$ cat config.mk
export PLATFORM = sky130hd
export DESIGN_NAME = gpr_wb_arbiter
export DESIGN_NICKNAME = d
export VERILOG_FILES = /design/src/rtl/gpr_wb_arbiter.sv
export SDC_FILE = /design/constraint.sdc
export NUM_CORES = 1
export LEC_CHECK = 0
export BUFFER_PORTS_ARGS = -buffer_cell sky130_fd_sc_hd__buf_2
export CAP_MARGIN = 20
export CORE_MARGIN = 5
export CORE_UTILIZATION = 39
export CTS_BUF_LIST = sky130_fd_sc_hd__clkbuf_4 sky130_fd_sc_hd__clkbuf_8
export CTS_CLUSTER_SIZE = 10
export DETAILED_ROUTE_END_ITERATION = 12
export PLACE_DENSITY = 0.77
export SLEW_MARGIN = 10
export SYNTH_ARGS = -nofsm -noshare
export SYNTH_HDL_FRONTEND = slang
export SYNTH_SLANG_ARGS = --single-unit
$ cat constraint.sdc
create_clock -name clk -period 1.8 [get_ports clk]
set_input_delay 0.09 -clock clk [delete_from_list [all_inputs] [get_ports clk]]
set_output_delay 0.09 -clock clk [all_outputs]
set_load 0.01 [all_outputs]
$ cat src/rtl/gpr_wb_arbiter.sv
// ============================================================================
// Module  : gpr_wb_arbiter
// Brief   : Three-way register-file write-back arbiter with a registered
//           write port. Define GPR_WB_RR_EN for round-robin arbitration;
//           otherwise priority is fixed at 0 > 1 > 2.
// Revision: 1.0  initial release
// ============================================================================
`default_nettype none

module gpr_wb_arbiter #(
  parameter int DATA_W = 32,
  parameter int ADDR_W = 5
) (
  input  logic              clk,
  input  logic              rst,
  input  logic [2:0]        req_valid,
  output logic [2:0]        req_ready,
  input  logic [ADDR_W-1:0] req_addr_0,
  input  logic [ADDR_W-1:0] req_addr_1,
  input  logic [ADDR_W-1:0] req_addr_2,
  input  logic [DATA_W-1:0] req_data_0,
  input  logic [DATA_W-1:0] req_data_1,
  input  logic [DATA_W-1:0] req_data_2,
  input  logic              hold,
  output logic              gpr_we,
  output logic [ADDR_W-1:0] gpr_wr_addr,
  output logic [DATA_W-1:0] gpr_wr_data,
  output logic [1:0]        grant_id
);

  localparam logic [1:0] c_idle_id = 2'd3;

  function automatic logic [1:0] next_idx(input logic [1:0] idx);
    return (idx == 2'd2) ? 2'd0 : idx + 2'd1;
  endfunction

  logic [1:0]        w_c0, w_c1, w_c2;
  logic              w_found;
  logic [1:0]        w_gidx;
  logic [ADDR_W-1:0] w_sel_addr;
  logic [DATA_W-1:0] w_sel_data;

  logic              r_gpr_we;
  logic [ADDR_W-1:0] r_gpr_wr_addr;
  logic [DATA_W-1:0] r_gpr_wr_data;
  logic [1:0]        r_grant_id;

`ifdef GPR_WB_RR_EN
  logic [1:0] r_rr_ptr;

  // Search begins one past the last granted requester.
  assign w_c0 = next_idx(r_rr_ptr);

  always_ff @(posedge clk) begin
    if (rst) begin
      r_rr_ptr <= 2'd2;
    end else if (w_found) begin
      r_rr_ptr <= w_gidx;
    end
  end
`else
  assign w_c0 = 2'd0;
`endif

  assign w_c1 = next_idx(w_c0);
  assign w_c2 = next_idx(w_c1);

  always_comb begin
    w_found = 1'b0;
    w_gidx  = 2'd0;
    if (!rst && !hold) begin
      if (req_valid[w_c0]) begin
        w_found = 1'b1;
        w_gidx  = w_c0;
      end else if (req_valid[w_c1]) begin
        w_found = 1'b1;
        w_gidx  = w_c1;
      end else if (req_valid[w_c2]) begin
        w_found = 1'b1;
        w_gidx  = w_c2;
      end
    end
  end

  assign req_ready = w_found ? (3'b001 << w_gidx) : 3'b000;

  always_comb begin
    w_sel_addr = req_addr_0;
    w_sel_data = req_data_0;
    case (w_gidx)
      2'd1: begin
        w_sel_addr = req_addr_1;
        w_sel_data = req_data_1;
      end
      2'd2: begin
        w_sel_addr = req_addr_2;
        w_sel_data = req_data_2;
      end
      default: begin
        w_sel_addr = req_addr_0;
        w_sel_data = req_data_0;
      end
    endcase
  end

  // Writes to register 0 are consumed but never reach the register file.
  always_ff @(posedge clk) begin
    if (rst) begin
      r_gpr_we      <= 1'b0;
      r_gpr_wr_addr <= '0;
      r_gpr_wr_data <= '0;
      r_grant_id    <= c_idle_id;
    end else begin
      r_gpr_we <= w_found && (w_sel_addr != '0);
      if (w_found) begin
        r_gpr_wr_addr <= w_sel_addr;
        r_gpr_wr_data <= w_sel_data;
        r_grant_id    <= w_gidx;
      end else begin
        r_grant_id    <= c_idle_id;
      end
    end
  end

  assign gpr_we      = r_gpr_we;
  assign gpr_wr_addr = r_gpr_wr_addr;
  assign gpr_wr_data = r_gpr_wr_data;
  assign grant_id    = r_grant_id;

endmodule

`default_nettype wire

==> key figures, run 1 <==
Floorplanning
  • Die Span Y: 86.54 µm
  • Core Area: 5608 µm²
  • Die area: 7489 µm²
  • Die X: 86.54 µm
  • Row count: 27
  • Starting Density: between 40% and 50%
  • I/O pin cnt: 160

Timing
  • Setup repair after global routing missed its margin: false
  • Final number of setup-violating endpoints: 0
  • Slew HR: 63.86%
  • PnR worst setup slack: 229.4 ps
  • Clk_skew: 0 ps
  • Setup TNS: 0 ps
  • Maximum clock rate: 0.6367 GHz
  • Worst slew pin tran: 542.1 ps
  • Hold Violations, Final: 0
  • Final Critical Period: 1571 ps
  • Fin crit share: ~87%
  • Slew Limit Fails: 0

Clock tree
  • H-tree level count: 2
  • Cell chosen for the clock root: clkbuf_8
  • Postcts setup bufs: 0
  • TritonCTS Sinks: 40
  • Clk_lat worst skew: 300 ps
  • Num CTS Buffers: 5
  • Post-CTS Hold Buffers: 0
  • CTS tree: done
  • Post-CTS Resized: 0
  • CTS max path bufs: 2
  • Clock transition at path regs: 80 ps

Final layout
  • Final #Nets: 546
  • Fin area: 3199 µm²
  • Area grow syn2layout: 40.03%
  • Layout cells sized above 1: 51.76%
  • Final Core Density: 57.05%
  • ANT cells: 0

Synthesis
  • Post-Syn Area: around 2300 µm²
  • Post-Syn Instances: about 280
  • Syn Nets: 396
  • Synth Register Bits: 40
  • Seq/Total Area, Yosys: 35.05%
  • Post-synth cell types: 23
  • Post-synth EDFFs: 0
  • Post-Synthesis Mean Instance Area: 8.278 µm²
  • Yosys Warn Count: 0
  • Synth Flop Type: dfxtp_1
  • Asr flop ratio synth: 0%

Worst setup path
  • Crit path launch: rst
  • RR Startpoint: gpr_wr_data[26]
  • Most used cell, CP: buf_2
  • CP endpoint: req_ready[1]
  • CP arrival: 1480 ps
  • Crit path kind: in2out
  • Critical Path RT: 1710 ps
  • Critical-path top delay cell: ha_1
  • Worst Path Buf+Inv: 4
  • Path depth of the worst reg2reg path: 2
  • Critical path's largest stage delay: around 300 ps
  • Startpoint Class: input port
  • R2r endpoint: gpr_wr_data[26]
  • Critical Path End Type: output pin
  • Family with the most delay on the worst path: buffers and inverters
  • Reg2reg setup slack: 1160 ps
  • Crit path cell chain: buf_2, nor2_4, nand3b_1, inv_1, ha_1, buf_4, and2_1, buf_2
  • Crit-path max FO: 15
  • Worst path depth: 8

Global route
  • Number of global-route vias before repair: 2525
  • Largest net degree at the start of global routing: 42
  • Initial antenna violation count: 0
  • Grt ovf: 0
  • Gr usage total: a little under a fifth
  • Global-route wire length before repair: around 11000 µm

Pwr
  • Switch Pwr: between 500 and 600 µW
  • Combinational fraction of design power: 21.4%
  • Pwr/cell area: ~630 nW/µm²
  • Peak VDD IR: around 0.37 mV
  • Switching Share: 28.64%
  • P_leak: 0.001372 µW
  • Total power: 2025 µW
  • Internal Pwr Total: 1445 µW
  • Clock Power Share: 31.5%
  • Sequential Power Share: 47.2%

Detailed routing
  • Via count: about 2.6k
  • DRC Markers: 0
  • Drt first pass iters: 4
  • Vias per std cell: 5.224
  • Drt first-iter violations: 67
  • Final ANT Viol Nets: 0
  • WL/cell: 14.70 µm
  • WL final: 7337 µm

Placed design
  • IO Port Bufs: between 150 and 200
  • Cell area after placement: 3102 µm²
  • Dpl hpwl: approximately 5700 µm
  • Pre-CTS setup slack: 61.88 ps
  • Gpl congestion: 0.7866

Worst hold path
  • Hold Crit Class: in2reg

Outcome
  • Status: finished clean

Flow run
  • Max-Cap Viols: 0
cell usage in the layout, fill, tap and decap left out, types with 3 or more instances in the layout:
cell / count
dfxtp_1: 40
buf_2: 159
o211ai_1: 33
a22oi_1: 37
a21oi_1: 23
nand2_1: 56
and2_1: 3
buf_4: 10
nor2_1: 5
a21oi_2: 19
nand2_2: 19
clkbuf_8: 6
synth_stat cells, types with 3 or more instances:
cell,n,share of area [%]
a21oi_1,23,5.0
a21oi_2,19,7.3
a22oi_1,37,12
and2_1,3,0.82
buf_1,4,0.66
buf_2,15,3.3
buf_6,4,2.0
clkbuf_1,3,0.49
dfxtp_1,40,35
ha_1,3,1.6
nand2_1,56,9.2
nand2_2,19,5.2
nor2_1,5,0.82
o211ai_1,33,11
worst min path at each step:
stage / end / depth (start not counted) / start
finish: grant_id[1] / 3 / hold
global route: grant_id[1] / 3 / hold
detailed placement: grant_id[1] / 3 / hold
floorplan: grant_id[1] / 1 / req_valid[0]
CTS: grant_id[1] / 3 / hold
global placement: grant_id[1] / 3 / hold
cell type report:
| type | count | area (µm²) |
|---|---|---|
| Sequential cell | 40 | 800.8 |
| Clock buffer | 6 | 82.58 |
| Inverter | 2 | 7.507 |
| Tap cell | 72 | 90.09 |
| Timing Repair Buffer | 171 | 910.9 |
| Fill cell | 541 | 2409 |
| Clock inverter | 2 | 15.01 |
| Multi-Input combinational cell | 206 | 1292 |
logic make-up after synthesis:
logic type	after synthesis	synth area share, %
AO/OA/AOI/OAI	116	37.46
buffers and inverters	30	8.488
AND/OR/NAND/NOR	87	17.36
flip-flops	40	35.05
adder cells (fa/ha/maj)	3	1.643
worst register-to-register path, delay by kind of cell, from the launching register on:
family          cells  cell delay (ps)
simple gates        1               60
flops               1              360
compound gates      1              150
through the flow:
stage	instances	hold slack, ps
after floorplan	276	190.4
after global placement	491	350.1
after detailed placement	491	350.0
after CTS	499	37.35
after global routing	499	47.47
final	499	45.03
flip-flops by register name, summed over array words and instances, names as in the netlist:
signal and cells:
gpr_we 1, gpr_wr_addr 5, gpr_wr_data 32, grant_id 2
routing by layer:
layer  part of all wire (%)  vias up  routed length (µm)  track usage [%]
li1                       -     1295                   -                -
met1                     38     1192                2761            20.82
met2                     50      111                3669            34.63
met3                     11        9                 798            6.559
met4                    1.5        0                 107            6.374
met5                      0        -                   0                0
power by group through the flow:
| stage | Combinational, µW | Clock, µW | Sequential, µW |
|---|---|---|---|
| after floorplan | 204 | 0 | 997 |
| after global placement | 426 | 0 | 973 |
| after detailed placement | 435 | 0 | 976 |
| after CTS | 436 | 670 | 955 |
| after global routing | 480 | 709 | 961 |
| final | 432 | 637 | 955 |
No activity file was read; power rests on OpenSTA's default activity.
==> run 2: changes to the inputs <==
--- a/config.mk
+++ b/config.mk
@@ -12,7 +12,7 @@
 export CTS_BUF_LIST = sky130_fd_sc_hd__clkbuf_4 sky130_fd_sc_hd__clkbuf_8
 export CTS_CLUSTER_SIZE = 10
 export DETAILED_ROUTE_END_ITERATION = 12
-export PLACE_DENSITY = 0.77
+export PLACE_DENSITY = 0.83
 export SLEW_MARGIN = 10
 export SYNTH_ARGS = -nofsm -noshare
 export SYNTH_HDL_FRONTEND = slang
==> key figures, run 2 (same netlist as run 1, synthesis figures left out) <==
Outcome
  • Status: finished clean

Final layout
  • Non-Filler Instances: 496 (-0.60%)
  • Commonest non-fill, non-tap cells in the layout: buf_2 (159), nand2_1 (56), dfxtp_1 (40)
  • Area grow syn2layout: 40.69%
  • Multi-input logic area: 1292 µm² (unchanged)
  • Fin area: 3214 µm² (+0.47%)
  • Fill count: 562 (+3.9%)
  • Layout cells sized above 1: 51.42% (-0.34 points)
  • Final #Nets: 543 (-0.55%)
  • ANT cells: 0 (unchanged)
  • Sequential Area: 800.8 µm² (unchanged)
  • Most common cell after layout, fill and taps aside: buf_2
  • Max FFs per register: 32 (unchanged)

Detailed routing
  • Via count: 2591 (-0.61%)
  • Metal2 WL: 3744 µm (+2.0%)
  • WL met3: 568 µm (-29%)
  • Drt first pass iters: 4 (unchanged)
  • WL final: 7214 µm (-1.7%)
  • Vias per std cell: 5.224 (about the same)
  • DR top layer: met4
  • WL/cell: 14.54 µm (-1.1%)
  • Met1 Routed Length: 2772 µm (+0.40%)
  • Final ANT Viol Nets: 0 (unchanged)
  • Drt first-iter violations: 71 (+6.0%)
  • DRC Markers: 0 (unchanged)

Global route
  • Grt ovf: 0 (unchanged)
  • Initial antenna violation count: 0 (unchanged)
  • Global-route wire length before repair: 11480 µm (+0.24%)
  • Largest net degree at the start of global routing: 42 (unchanged)
  • Number of global-route vias before repair: 2580 (+2.2%)
  • Gr usage total: 18.71% (-0.47 points)

Placed design
  • Dpl hpwl: 5460 µm (-3.5%)
  • Cell area after placement: 3117 µm² (+0.48%)
  • Gpl congestion: 0.7766 (-1.3%)
  • IO Port Bufs: 159 (unchanged)
  • DP Cell Count: 488 (-0.61%)

Timing
  • Slew Limit Fails: 0 (unchanged)
  • Final number of setup-violating endpoints: 0 (unchanged)
  • Fin crit share: 88.75% (+1.5 points)
  • Worst slew pin tran: 517.8 ps (-24.24 ps)
  • Slew HR: 65.48% (+1.6 points)
  • Setup repair after global routing missed its margin: false
  • Final Critical Period: 1597 ps (+26.84 ps)
  • Hold Violations, Final: 0 (unchanged)
  • Maximum clock rate: 0.6260 GHz (-1.7%)
  • WHS: 57.63 ps (+12.60 ps)
  • Clk_skew: 0 ps (unchanged)
  • Setup TNS: 0 ps (unchanged)

Worst setup path
  • Crit-path max FO: 15 (unchanged)
  • Crit path kind: in2out
  • Critical Path RT: 1710 ps (about the same)
  • R2r endpoint: gpr_wr_data[17]
  • Critical Path End Type: output pin
  • Crit path launch: rst
  • Path depth of the worst reg2reg path: 2 (unchanged)
  • RR Startpoint: gpr_wr_data[17]
  • CP arrival: 1510 ps (+30 ps)
  • Reg2reg setup slack: 1200 ps (+40 ps)
  • CP endpoint: req_ready[1]
  • Startpoint Class: input port

Clock tree
  • Clock transition at path regs: 80 ps (about the same)
  • Post-CTS Resized: 0 (unchanged)
  • Post-CTS Hold Buffers: 0 (unchanged)
  • CTS max path bufs: 2 (unchanged)
  • Clk_lat worst skew: 280 ps (-20 ps)
  • H-tree level count: 2 (unchanged)
  • Num CTS Buffers: 5 (unchanged)
  • TritonCTS Sinks: 40 (unchanged)
  • CTS tree: done
  • Postcts setup bufs: 0 (unchanged)
  • Cell chosen for the clock root: clkbuf_8

Floorplanning
  • Starting Density: 40.74% (unchanged)
  • Row count: 27 (unchanged)
  • I/O pin cnt: 160 (unchanged)
  • Die area: 7489 µm² (unchanged)
  • Core Area: 5608 µm² (unchanged)
  • Die Span Y: 86.54 µm (unchanged)
  • Die X: 86.54 µm (unchanged)

Pwr
  • Peak VDD IR: 0.3139 mV (-15%)
  • Pwr/cell area: 632.4 nW/µm² (about the same)
  • P_leak: 0.001377 µW (+0.37%)

Worst hold path
  • Hold Crit Class: in2reg

Flow run
  • Max-Cap Viols: 0 (unchanged)
run 2: changes by cell type in the layout (fill, tap and decap cells not counted):
cell / delta
clkinvlp_4: -2
clkbuf_4: +2
buf_12: +3
buf_4: -6
run 2: worst min-delay path by stage:
stage / start / end / slack, ps / depth (start not counted)
floorplan: req_valid[0] / grant_id[1] / 190 / 1
global placement: hold / grant_id[1] / 330 / 3
detailed placement: hold / grant_id[1] / 350 / 3
CTS: hold / grant_id[1] / 40 / 3
global route: hold / grant_id[1] / 90 / 3
finish: hold / grant_id[1] / 60 / 3
run 2: routing by layer:
layer,track usage (%),up-vias
li1,-,1290
met1,20.83,1186
met2,34.28,103
met3,4.943,12
met4,6.091,0
met5,0,-
run 2: power breakdown:
part	switching, µW	leakage, µW	internal [µW]	total [µW]
registers	24.3	0.000327	931	955
logic	229	0.000998	207	435
clock network	299	0.0000523	343	643
run 2: per-stage QoR:
stage / power, µW / worst slack [ps] / util [%]
6_report: 2033 / 202.6 / 57.32
5_1_grt: 2152 / 114.9 / 57.32
4_1_cts: 2066 / 198.0 / 57.32
3_5_place_dp: 1415 / 8.652 / 55.58
3_3_place_gp: 1404 / 126.9 / 55.58
2_1_floorplan: 1201 / 264.7 / -
run 2: layout make-up:
class,instances,area share (%)
inverters,2,0.2336
repair buffers,168,28.81
multi-input cells,206,40.21
flip-flops and latches,40,24.91
clock buffers,8,3.036
well taps,72,2.803
run 2: critical path, stage by stage:
cell	delay, ps
buf_2	120
nor2_4	180
nand3b_1	200
inv_1	110
ha_1	280
buf_4	250
and2_1	140
buf_2	130
==> run 3: changes to the inputs <==
--- a/config.mk
+++ b/config.mk
@@ -7,6 +7,7 @@
 export LEC_CHECK = 0
 export BUFFER_PORTS_ARGS = -buffer_cell sky130_fd_sc_hd__buf_2
 export CAP_MARGIN = 20
+export CORE_ASPECT_RATIO = 0.6
 export CORE_MARGIN = 5
 export CORE_UTILIZATION = 39
 export CTS_BUF_LIST = sky130_fd_sc_hd__clkbuf_4 sky130_fd_sc_hd__clkbuf_8
==> key figures, run 3 (same netlist as run 1, synthesis figures left out) <==
Pwr
  • Peak VDD IR: 0.2892 mV (-7.9%)
  • P_leak: 0.001371 µW (-0.44%)
  • Pwr/cell area: 635.2 nW/µm² (+0.44%)

Timing
  • Worst slew pin tran: 520.5 ps (+2.710 ps)
  • Clk_skew: 0 ps (unchanged)
  • Hold Violations, Final: 0 (unchanged)
  • Final number of setup-violating endpoints: 0 (unchanged)
  • Setup repair after global routing missed its margin: false
  • Setup TNS: 0 ps (unchanged)
  • Final Critical Period: 1586 ps (-11.70 ps)
  • Slew HR: 65.30% (-0.18 points)
  • Fin crit share: 88.10% (-0.65 points)
  • Slew Limit Fails: 0 (unchanged)
  • Maximum clock rate: 0.6306 GHz (+0.74%)

Detailed routing
  • Drt first pass iters: 4 (unchanged)
  • Drt first-iter violations: 128 (+80%)
  • DRC Markers: 0 (unchanged)
  • WL final: 7414 µm (+2.8%)
  • Vias per std cell: 5.123 (-1.9%)
  • WL/cell: 14.71 µm (+1.1%)
  • Via count: 2582 (-0.35%)
  • Final ANT Viol Nets: 0 (unchanged)

Floorplanning
  • Die Span Y: 69.29 µm (-20%)
  • Starting Density: 40.63% (-0.11 points)
  • I/O pin cnt: 160 (unchanged)
  • Core Area: 5623 µm² (+0.27%)
  • Die area: 7539 µm² (+0.66%)
  • Row count: 21 (-22%)
  • Die X: 108.8 µm (+26%)

Clock tree
  • Post-CTS Resized: 0 (unchanged)
  • H-tree level count: 2 (unchanged)
  • CTS tree: done
  • CTS max path bufs: 2 (unchanged)
  • Postcts setup bufs: 0 (unchanged)
  • TritonCTS Sinks: 40 (unchanged)
  • Num CTS Buffers: 5 (unchanged)
  • Clock transition at path regs: 80 ps (about the same)
  • Cell chosen for the clock root: clkbuf_8
  • Clk_lat worst skew: 290 ps (about the same)
  • Post-CTS Hold Buffers: 0 (unchanged)

Worst setup path
  • R2r endpoint: gpr_wr_addr[0]
  • Path depth of the worst reg2reg path: 2 (unchanged)
  • Reg2reg setup slack: 1160 ps (-40 ps)
  • Worst path depth: 8 (unchanged)
  • Crit path kind: in2out
  • Startpoint Class: input port
  • Crit-path max FO: 20 (+5)
  • Critical Path RT: 1710 ps (about the same)
  • Most used cell, CP: buf_2
  • Critical-path top delay cell: ha_1
  • Critical path's largest stage delay: 300 ps (+20 ps)
  • Crit path launch: req_valid[1]
  • Critical Path End Type: output pin
  • Family with the most delay on the worst path: buffers and inverters
  • CP endpoint: req_ready[2]
  • Worst Path Buf+Inv: 4 (unchanged)
  • RR Startpoint: gpr_wr_addr[0]
  • Crit path cell chain: buf_2, nor2_1, nand3_1, inv_1, ha_1, buf_4, and2_1, buf_2
  • CP arrival: 1500 ps (about the same)

Global route
  • Initial antenna violation count: 0 (unchanged)
  • Grt ovf: 0 (unchanged)
  • Number of global-route vias before repair: 2541 (-1.5%)
  • Largest net degree at the start of global routing: 58 (+38%)
  • Gr usage total: 19.17% (+0.46 points)
  • Global-route wire length before repair: 11950 µm (+4.1%)

Final layout
  • Commonest non-fill, non-tap cells in the layout: buf_2 (159), nand2_1 (56), dfxtp_1 (40)
  • Final #Nets: 544 (+0.18%)
  • ANT cells: 0 (unchanged)
  • Fill count: 569 (+1.2%)
  • Layout cells sized above 1: 51.42% (unchanged)
  • Final Core Density: 56.79% (-0.53 points)
  • Max FFs per register: 32 (unchanged)
  • Most common cell after layout, fill and taps aside: buf_2
  • Area grow syn2layout: 39.76%

Placed design
  • IO Port Bufs: 159 (unchanged)
  • Dpl hpwl: 5678 µm (+4.0%)
  • Gpl congestion: 0.8773 (+13%)

Worst hold path
  • Worst Hold Path Cells: 2 (-1)
  • Hold Crit Class: in2reg

Flow run
  • Max-Cap Viols: 0 (unchanged)

Outcome
  • Status: finished clean
[run 3: changes by cell type in the layout (fill, tap and decap cells not counted), sizes merged]
cell,before,now
buf,168,169
clkbuf,8,7
[run 3: where the power goes]
part	internal, µW	switching (µW)
clock	341	295
combinational	205	233
sequential	931	23.5
[run 3: stage by stage]
step	std cells	cell area, µm²	hold WS, ps	total power (µW)	setup WS [ps]
floorplan	276	2285	190.4	1201	264.7
global placement	497	3097	379.2	1403	174.8
detailed placement	497	3097	390.0	1415	80.75
CTS	504	3193	81.17	2053	246.7
global route	504	3193	78.69	2149	108.0
finish	504	3193	81.55	2028	214.3
[run 3: how the worst min path moves through the flow]
stage | start | endpoint | slack [ps]
floorplan | req_valid[0] | grant_id[1] | 190
global placement | req_data_0[16] | gpr_wr_data[16] | 380
detailed placement | req_data_0[26] | gpr_wr_data[26] | 390
CTS | req_valid[0] | grant_id[1] | 80
global route | req_valid[0] | grant_id[1] | 80
finish | req_valid[0] | grant_id[1] | 80
[run 3: final cells by class]
cell class	instances	area (µm²)	area share, %
Timing Repair Buffer	169	895.9	28.06
Tap cell	80	100.1	3.135
Inverter	2	7.507	0.2351
Sequential cell	40	800.8	25.08
Clock buffer	7	96.34	3.017
Multi-Input combinational cell	206	1292	40.48
[run 3: worst register-to-register path, stage by stage, from the launching register on]
cell,delay [ps]
dfxtp_1,360
nand2_1,60
a21oi_1,150
[run 3: per-layer routing]
metal  track usage, %  vias to the layer above  wire length, µm
li1                 -                     1292                -
met1            22.76                     1175             3208
met2            31.90                      109             3350
met3            8.000                        6              791
met4            4.762                        0               63
met5                0                        -                0
